## config.mk

```make
export PLATFORM = sky130hd
export DESIGN_NAME = polar_point_engine
export DESIGN_NICKNAME = d
export VERILOG_FILES = /design/src/rtl/polar_pkg.sv /design/src/rtl/polar_point_engine_trig_rom.sv /design/src/rtl/polar_point_engine.sv
export SDC_FILE = /design/constraint.sdc
export NUM_CORES = 1
export LEC_CHECK = 0
export BUFFER_PORTS_ARGS = -buffer_cell sky130_fd_sc_hd__buf_2
export CAP_MARGIN = 20
export CORE_MARGIN = 5
export CORE_UTILIZATION = 30
export DETAILED_ROUTE_END_ITERATION = 8
export PLACE_DENSITY = 0.54
export SYNTH_ARGS = -nofsm -noshare
export SYNTH_HDL_FRONTEND = slang
export SYNTH_SLANG_ARGS = --single-unit
```

## constraint.sdc

```tcl
create_clock -name CLK -period 12.55 [get_ports CLK]
set_input_delay 1.8825 -clock CLK [delete_from_list [all_inputs] [get_ports CLK]]
set_output_delay 1.8825 -clock CLK [all_outputs]
set_load 0.01 [all_outputs]
```

## src/rtl/polar_pkg.sv

```systemverilog
// ---------------------------------------------------------------------------
// polar_pkg
// Shared types and constants for the polar-to-cartesian point engine.
//   state_t          : engine sequencing states
//   fold_t           : quarter-wave ROM address plus sign after quadrant fold
//   fold_quadrant()  : maps a full-circle angle onto the quarter-wave table
//   sine_entry()     : elaboration-time generator for one quarter-wave entry
//   build_sine_table(): packs all Q+1 entries into one constant vector
// ---------------------------------------------------------------------------
package polar_pkg;

    // Angle resolution: a full circle is 2^ANG_W steps.
    localparam int ANG_W   = 32'sd9;
    // Fraction bits of the sine table; entry Q equals 2^FRAC_W exactly.
    localparam int FRAC_W  = 32'sd10;
    // Steps per quadrant.
    localparam int Q       = 32'sd1 <<< (ANG_W - 32'sd2);
    // One extra bit so that the full-scale entry 2^FRAC_W is representable.
    localparam int ROM_W   = FRAC_W + 32'sd1;
    // Table address width; depth is Q+1 so entry Q needs the extra bit.
    localparam int ROM_A_W = ANG_W - 32'sd1;

    // Fixed-point format used only while generating the table: pi * 2^28.
    localparam int     FP_SH = 32'sd28;
    localparam longint PI_FP = 64'sd843314857;

    typedef enum logic [2:0] {
        IDLE     = 3'd0,
        COS_ADDR = 3'd1,
        SIN_ADDR = 3'd2,
        SIN_CAP  = 3'd3,
        CALC     = 3'd4
    } state_t;

    typedef struct packed {
        logic               neg;
        logic [ROM_A_W-1:0] addr;
    } fold_t;

    // Quadrant fold: q0 +T[i], q1 +T[Q-i], q2 -T[i], q3 -T[Q-i].
    function automatic fold_t fold_quadrant(input logic [ANG_W-1:0] ang);
        fold_t              f;
        logic [ROM_A_W-1:0] idx;
        idx = {1'b0, ang[ANG_W-3:0]};
        case (ang[ANG_W-1:ANG_W-2])
            2'd0: begin
                f.neg  = 1'b0;
                f.addr = idx;
            end
            2'd1: begin
                f.neg  = 1'b0;
                f.addr = ROM_A_W'(Q) - idx;
            end
            2'd2: begin
                f.neg  = 1'b1;
                f.addr = idx;
            end
            2'd3: begin
                f.neg  = 1'b1;
                f.addr = ROM_A_W'(Q) - idx;
            end
            default: begin
                f.neg  = 1'b0;
                f.addr = idx;
            end
        endcase
        return f;
    endfunction

    // round(2^FRAC_W * sin(k*pi/(2Q))) evaluated with an integer Taylor
    // series so the table is a pure constant at elaboration.
    function automatic logic [ROM_W-1:0] sine_entry(input int k);
        longint           x;
        longint           x2;
        longint           term;
        longint           acc;
        logic [ROM_W-1:0] res;
        if (k >= Q) begin
            res = ROM_W'(64'sd1 <<< FRAC_W);
        end else begin
            x    = (longint'(k) * PI_FP) / longint'(32'sd2 * Q);
            x2   = (x * x) >>> FP_SH;
            term = x;
            acc  = x;
            for (int n = 32'sd1; n <= 32'sd8; n++) begin
                term = -(((term * x2) >>> FP_SH) /
                         longint'((32'sd2 * n) * (32'sd2 * n + 32'sd1)));
                acc  = acc + term;
            end
            res = ROM_W'((acc + (64'sd1 <<< (FP_SH - FRAC_W - 32'sd1))) >>> (FP_SH - FRAC_W));
        end
        return res;
    endfunction

    // Entry k lives at bits [k*ROM_W +: ROM_W].
    function automatic logic [(Q+1)*ROM_W-1:0] build_sine_table();
        logic [(Q+1)*ROM_W-1:0] t;
        t = '0;
        for (int k = 32'sd0; k <= Q; k++) begin
            t[k*ROM_W +: ROM_W] = sine_entry(k);
        end
        return t;
    endfunction

endpackage

```

## src/rtl/polar_point_engine_trig_rom.sv

```systemverilog
// ---------------------------------------------------------------------------
// trig_quarter_rom
// Quarter-wave sine table, Q+1 entries of ROM_W bits, one-cycle synchronous
// read. Contents are generated at elaboration from polar_pkg::sine_entry.
//   clk     : clock, rising edge
//   rst     : asynchronous active-high reset (clears the read register)
//   addr_s  : table index 0..Q
//   data_r  : registered table value, valid the cycle after addr_s
// ---------------------------------------------------------------------------
module trig_quarter_rom
    import polar_pkg::*;
(
    input  logic               clk,
    input  logic               rst,
    input  logic [ROM_A_W-1:0] addr_s,
    output logic [ROM_W-1:0]   data_r
);

    localparam logic [(Q+1)*ROM_W-1:0] SINE_TABLE = build_sine_table();

    // Registered table read.
    always_ff @(posedge clk or posedge rst) begin
        if (rst) begin
            data_r <= '0;
        end else begin
            data_r <= SINE_TABLE[addr_s*ROM_W +: ROM_W];
        end
    end

endmodule

```

## src/rtl/polar_point_engine.sv

```systemverilog
// ---------------------------------------------------------------------------
// polar_point_engine
// Time-multiplexed polar-to-cartesian engine. On a start pulse in IDLE all
// inputs are snapshotted, then each channel c gets
//   X = cx + r*cos(a+phase_off), Y = cy + r*sin(a+phase_off)
// using one shared quarter-wave ROM and one shared multiplier, four cycles
// per channel. Results are clamped to the screen and held until rewritten.
//   CLK, Reset        : clock, asynchronous active-high reset
//   start             : run request, only honoured in IDLE
//   centerX/centerY   : per-channel centre, channel c at [c*COORD_W +: COORD_W]
//   radius            : per-channel radius
//   angle             : per-channel angle (clockwise on screen)
//   mode              : per-channel 2 bits, bit0 negates cos, bit1 negates sin
//   phase_off         : global angle offset, modulo a full circle
//   busy              : high while a run is in progress
//   done              : one-cycle pulse with the last channel's write
//   RotX/RotY         : registered results per channel
//   clip              : per-channel flag, X or Y was clamped on the last run
// ---------------------------------------------------------------------------
module polar_point_engine
    import polar_pkg::*;
#(
    parameter int NUM_CH  = 32'sd4,
    parameter int COORD_W = 32'sd10
) (
    input  logic                      CLK,
    input  logic                      Reset,
    input  logic                      start,
    input  logic [NUM_CH*COORD_W-1:0] centerX,
    input  logic [NUM_CH*COORD_W-1:0] centerY,
    input  logic [NUM_CH*COORD_W-1:0] radius,
    input  logic [NUM_CH*ANG_W-1:0]   angle,
    input  logic [NUM_CH*2-1:0]       mode,
    input  logic [ANG_W-1:0]          phase_off,
    output logic                      busy,
    output logic                      done,
    output logic [NUM_CH*COORD_W-1:0] RotX,
    output logic [NUM_CH*COORD_W-1:0] RotY,
    output logic [NUM_CH-1:0]         clip
);

    localparam int CH_W   = (NUM_CH > 32'sd1) ? $clog2(NUM_CH) : 32'sd1;
    localparam int MODE_W = 32'sd2;
    localparam int PROD_W = COORD_W + ROM_W;
    // Magnitude after dropping FRAC_W bits; one bit wider than a coordinate
    // because the full-scale table entry is 2^FRAC_W.
    localparam int MAG_W  = PROD_W - FRAC_W;
    // Signed sum range: -(2^COORD_W-1) .. 2*(2^COORD_W-1).
    localparam int SUM_W  = COORD_W + 32'sd2;
    localparam logic [CH_W-1:0] LAST_CH = CH_W'(NUM_CH - 32'sd1);

    // Sequencing
    state_t                    state_r;
    state_t                    state_nxt_s;
    logic [CH_W-1:0]           chan_r;

    // Run snapshot
    logic [NUM_CH*COORD_W-1:0] snap_cx_r;
    logic [NUM_CH*COORD_W-1:0] snap_cy_r;
    logic [NUM_CH*COORD_W-1:0] snap_rad_r;
    logic [NUM_CH*ANG_W-1:0]   snap_ang_r;
    logic [NUM_CH*MODE_W-1:0]  snap_mode_r;
    logic [ANG_W-1:0]          snap_phase_r;

    // Datapath
    logic [COORD_W-1:0]        cur_cx_s;
    logic [COORD_W-1:0]        cur_cy_s;
    logic [COORD_W-1:0]        cur_rad_s;
    logic [ANG_W-1:0]          cur_ang_s;
    logic [MODE_W-1:0]         cur_mode_s;
    logic [ANG_W-1:0]          eff_ang_s;
    logic [ANG_W-1:0]          cos_ang_s;
    fold_t                     sin_fold_s;
    fold_t                     cos_fold_s;
    logic [ROM_A_W-1:0]        rom_addr_s;
    logic [ROM_W-1:0]          rom_data_s;
    logic [PROD_W-1:0]         product_s;
    logic [MAG_W-1:0]          mag_s;
    logic [MAG_W-1:0]          mag_x_r;
    logic [MAG_W-1:0]          mag_y_r;
    logic                      neg_x_s;
    logic                      neg_y_s;
    logic signed [SUM_W-1:0]   off_x_s;
    logic signed [SUM_W-1:0]   off_y_s;
    logic signed [SUM_W-1:0]   sum_x_s;
    logic signed [SUM_W-1:0]   sum_y_s;
    logic [COORD_W:0]          clamp_x_s;
    logic [COORD_W:0]          clamp_y_s;

    // Outputs
    logic                      busy_r;
    logic                      done_r;
    logic [NUM_CH*COORD_W-1:0] rot_x_r;
    logic [NUM_CH*COORD_W-1:0] rot_y_r;
    logic [NUM_CH-1:0]         clip_r;

    // Saturate a signed sum to 0..2^COORD_W-1; MSB of the result is the clip flag.
    function automatic logic [COORD_W:0] clamp_coord(input logic signed [SUM_W-1:0] v);
        logic [COORD_W:0] res;
        if (v[SUM_W-1]) begin
            res = {1'b1, {COORD_W{1'b0}}};
        end else if (v[COORD_W]) begin
            res = {1'b1, {COORD_W{1'b1}}};
        end else begin
            res = {1'b0, v[COORD_W-1:0]};
        end
        return res;
    endfunction

    trig_quarter_rom u_rom (
        .clk    (CLK),
        .rst    (Reset),
        .addr_s (rom_addr_s),
        .data_r (rom_data_s)
    );

    // Next-state logic.
    always_comb begin
        state_nxt_s = state_r;
        case (state_r)
            IDLE: begin
                if (start) begin
                    state_nxt_s = COS_ADDR;
                end else begin
                    state_nxt_s = IDLE;
                end
            end
            COS_ADDR: state_nxt_s = SIN_ADDR;
            SIN_ADDR: state_nxt_s = SIN_CAP;
            SIN_CAP:  state_nxt_s = CALC;
            CALC: begin
                if (chan_r == LAST_CH) begin
                    state_nxt_s = IDLE;
                end else begin
                    state_nxt_s = COS_ADDR;
                end
            end
            default: state_nxt_s = IDLE;
        endcase
    end

    // State register.
    always_ff @(posedge CLK or posedge Reset) begin
        if (Reset) begin
            state_r <= IDLE;
        end else begin
            state_r <= state_nxt_s;
        end
    end

    // Per-channel operand select, angle fold, shared multiply and clamp.
    always_comb begin
        cur_cx_s   = snap_cx_r[chan_r*COORD_W +: COORD_W];
        cur_cy_s   = snap_cy_r[chan_r*COORD_W +: COORD_W];
        cur_rad_s  = snap_rad_r[chan_r*COORD_W +: COORD_W];
        cur_ang_s  = snap_ang_r[chan_r*ANG_W +: ANG_W];
        cur_mode_s = snap_mode_r[chan_r*MODE_W +: MODE_W];

        eff_ang_s  = cur_ang_s + snap_phase_r;
        cos_ang_s  = eff_ang_s + ANG_W'(Q);
        sin_fold_s = fold_quadrant(eff_ang_s);
        cos_fold_s = fold_quadrant(cos_ang_s);

        case (state_r)
            COS_ADDR: rom_addr_s = cos_fold_s.addr;
            SIN_ADDR: rom_addr_s = sin_fold_s.addr;
            default:  rom_addr_s = sin_fold_s.addr;
        endcase

        // The ROM output carries cos data in SIN_ADDR and sin data in SIN_CAP,
        // so one multiplier serves both axes on consecutive cycles.
        product_s = {{ROM_W{1'b0}}, cur_rad_s} * {{COORD_W{1'b0}}, rom_data_s};
        mag_s     = product_s[PROD_W-1:FRAC_W];

        neg_x_s   = cos_fold_s.neg ^ cur_mode_s[0];
        neg_y_s   = sin_fold_s.neg ^ cur_mode_s[1];
        off_x_s   = neg_x_s ? -$signed({1'b0, mag_x_r}) : $signed({1'b0, mag_x_r});
        off_y_s   = neg_y_s ? -$signed({1'b0, mag_y_r}) : $signed({1'b0, mag_y_r});
        sum_x_s   = $signed({2'b00, cur_cx_s}) + off_x_s;
        sum_y_s   = $signed({2'b00, cur_cy_s}) + off_y_s;
        clamp_x_s = clamp_coord(sum_x_s);
        clamp_y_s = clamp_coord(sum_y_s);
    end

    // Snapshot, channel counter, magnitude capture and result registers.
    always_ff @(posedge CLK or posedge Reset) begin
        if (Reset) begin
            chan_r       <= '0;
            snap_cx_r    <= '0;
            snap_cy_r    <= '0;
            snap_rad_r   <= '0;
            snap_ang_r   <= '0;
            snap_mode_r  <= '0;
            snap_phase_r <= '0;
            mag_x_r      <= '0;
            mag_y_r      <= '0;
            busy_r       <= 1'b0;
            done_r       <= 1'b0;
            rot_x_r      <= '0;
            rot_y_r      <= '0;
            clip_r       <= '0;
        end else begin
            busy_r <= (state_nxt_s != IDLE);
            done_r <= 1'b0;
            case (state_r)
                IDLE: begin
                    if (start) begin
                        snap_cx_r    <= centerX;
                        snap_cy_r    <= centerY;
                        snap_rad_r   <= radius;
                        snap_ang_r   <= angle;
                        snap_mode_r  <= mode;
                        snap_phase_r <= phase_off;
                        chan_r       <= '0;
                    end else begin
                        chan_r       <= chan_r;
                    end
                end
                SIN_ADDR: mag_x_r <= mag_s;
                SIN_CAP:  mag_y_r <= mag_s;
                CALC: begin
                    rot_x_r[chan_r*COORD_W +: COORD_W] <= clamp_x_s[COORD_W-1:0];
                    rot_y_r[chan_r*COORD_W +: COORD_W] <= clamp_y_s[COORD_W-1:0];
                    clip_r[chan_r] <= clamp_x_s[COORD_W] | clamp_y_s[COORD_W];
                    if (chan_r == LAST_CH) begin
                        done_r <= 1'b1;
                        chan_r <= '0;
                    end else begin
                        chan_r <= chan_r + CH_W'(1'b1);
                    end
                end
                default: begin
                    chan_r <= chan_r;
                end
            endcase
        end
    end

    assign busy = busy_r;
    assign done = done_r;
    assign RotX = rot_x_r;
    assign RotY = rot_y_r;
    assign clip = clip_r;

endmodule

```

==> results_dict.tcl <==
set metrics [dict create \
    area_growth_syn_to_layout_pct 16.8 \
    clk_pin_slew_ps 70 \
    dr_wl_met3_mm 4.48 \
    crit_type "flop to flop" \
    cts-root-buf "clkbuf_16" \
    rsz0062_at_grt "false" \
    clk_path_buf_depth 3 \
    hold_class "flop to flop" \
    period_minus_slack_ps 8420 \
    r2r_cells 22 \
    wire_per_inst_um 18.8 \
    vias 17542 \
    rr_endpoint "RotX[26]$_DFFE_PP0P_" \
    insertion_delay_ps 570 \
    row_count 95 \
    drc 0 \
    synth-seq-cells 297 \
    drtIter0Drc 1236 \
    synthesis.nets 2656 \
    h-tree-depth 2 \
    fp.dieW_um 269 \
    numCtsBuffers 36 \
    preCtsSetupSlack_ps 4200 \
    cp.arrival_ps 8860 \
    antenna_cells 0 \
    die_area_um2 72500 \
    async_flop_share_pct 100 \
    setup_slack_ps 4130 \
    cts_tree "done" \
    tightestPinTransition_ps 1150 \
    nets 2844 \
    crit_end "RotX[26]$_DFFE_PP0P_" \
    status "finished, final reports clean" \
    ys_seq_area_share_pct 36.9 \
    final_cell_area_um2 23600 \
    first_global_vias 17860 \
    final_antenna_net_count 0 \
    hold_buffers 0 \
    die_h_um 269 \
    grt_max_degree 109 \
    fin_setup_tns_ps 0 \
    post_cts_buffers 0 \
    fin_util_pct 35.2 \
    grt_usage_pct 16.9 \
    yosysTopAreaCell "dfrtp_1" \
    synth_top_area_share_pct 36.9 \
    fmax_mhz 119 \
    yosys_warnings 0 \
    drv_slew 0 \
    hpwl_mm 47.7 \
    start_kind "flop" \
    antenna_found_initial 2 \
    slew_headroom_pct 22.8 \
    io_buffers 261 \
    path_max_fanout 48 \
    initial_core_util_pct 30.1 \
    finalHoldViolCount 0 \
    reg2reg_slack_ps 4130 \
    maxCapViolCount 0 \
    synthesis.area_um2 20200 \
    reg2reg_from "chan_r[0]$_DFFE_PP0P_" \
    critPathLaunch "chan_r[0]$_DFFE_PP0P_" \
    drive_above_1_share_pct 17.2 \
    grt_overflow_total 0 \
    ys_types 96 \
    setup_viol 0 \
    synth_area_per_cell_um2 8.77 \
    io_pins 262 \
    routed_via_density 5.18 \
    cts.sinks 297 \
    cts_resized 0 \
    worst_clock_skew_ps 27.4 \
    holdCritStartpoint "RotX[31]$_DFFE_PP0P_" \
    route.met2.wl_mm 29.1 \
    cp-end-kind "flop" \
    routabilityCongestion 0.896 \
    placed_cell_area_um2 22200 \
    core_um2 66900 \
    syn_inst 2297 \
    top_layer "met5" \
    grt_pass1_wl_mm 100 \
    wl_mm 63.5 \
    synth_edf_count 0 \
    synth.area.top_cells "dfrtp_1, nand2_1, fa_1, ha_1, mux4_2" \
    ys.flop_type "dfrtp_1" \
    first_pass_iters 5 \
    required_ps 12990 \
    fin_crit_sh_pct 67.1 \
    m1WireLength_mm 28.2 \
]
==> registers in the layout, indices dropped and copies added (netlist names), 36 cells and up <==
register and cells:
RotX 40, RotY 40, snap_cx_r 40, snap_ang_r 36, snap_rad_r 40, snap_cy_r 40
==> cells in the final DEF (no fill, tap or decap), types with 15 or more instances in the layout <==
master     Yosys  final
nand3_1       39     39
fa_1          72     72
a21oi_1       70     70
and2_1        50     50
nor2_1       111    111
mux4_2        41     41
o21ai_0       97     97
ha_1         111    111
clkbuf_16      0     36
xnor2_1       33     33
dfrtp_1      297    295
o31ai_1       17     16
xor2_1        25     24
nand2_1      725    725
a211oi_1      26     26
a21o_1        15     15
inv_1        100     99
o211ai_1      18     18
nor3_1        42     42
a22o_1        18     18
buf_2         10    261
buf_4          1     21
==> per-layer routing <==
layer	vias to the layer above	GRT usage, %
met1	8601	22.8
met4	2	4.82
met5	-	0
li1	8226	-
met3	102	4.22
met2	611	27.0
==> critical path, stage by stage, from the launching register on <==
cell and delay, ps:
dfrtp_4 700, buf_4 760, mux4_2 590, ha_1 360
a211oi_1 500, o21ai_0 230, a21o_1 200, a21oi_1 180
xor2_1 260, ha_1 290, xnor2_1 900, mux2_2 460
ha_1 320, a211oi_1 90, o21a_1 220, o21ai_0 290
nand2_1 180, a211oi_1 400, xor2_2 110, buf_4 230
nor2_2 340, nand2_1 270, o311ai_0 360
==> cells by family (layout without fill, tap and decap cells) <==
group | Yosys count | in the layout | synth area share [%]
simple gates | 1053 | 1053 | 22.1
compound gates | 407 | 407 | 14.1
flops | 297 | 297 | 36.9
buf+inv | 237 | 451 | 4.53
fa+ha+maj | 183 | 183 | 14.0
xor+xnor | 63 | 63 | 2.98
mux | 57 | 57 | 5.41
==> stage by stage <==
stage | cells | hold slack, ps
after floorplan | 2297 | 440
after global placement | 3318 | 451
after detailed placement | 3318 | 455
after CTS | 3382 | 469
after global routing | 3384 | 488
final | 3384 | 467
==> synthesized netlist by cell type (all sizes together), types with 10 or more instances <==
library cell and number:
clkbuf 102, a22o 18, o31ai 18, o211ai 18, o21ai 101, dfrtp 297, nand3 39, o311ai 11
nor4 14, mux2i 10, a211oi 26, or2 11, or3 14, xnor2 36, and3 10, a221o 11
nor3 42, nand2 725, a21oi 72, inv 100, a21o 17, mux4 41, nor2 112, a31oi 14
xor2 27, ha 111, buf 32, fa 72, and2 51
==> worst min path at each step <==
stage | to | depth (start not counted)
6_report | RotX[31]$_DFFE_PP0P_ | 2
5_1_grt | RotX[17]$_DFFE_PP0P_ | 2
4_1_cts | RotX[31]$_DFFE_PP0P_ | 2
3_5_place_dp | RotX[31]$_DFFE_PP0P_ | 2
3_3_place_gp | RotY[33]$_DFFE_PP0P_ | 2
2_1_floorplan | snap_ang_r[18]$_DFFE_PP0P_ | 2
==> cell type report <==
cell class / count / area (um2)
clock inverter: 20 / 288
fill: 6879 / 43400
inverter: 103 / 394
clock buffer: 44 / 971
sequential: 297 / 7440
tap: 873 / 1090
multi-input combinational: 1763 / 11800
timing repair buffer: 284 / 1520
Power is not shown: default switching activity piles up to over one toggle a cycle in this logic, so the estimate is an artifact.
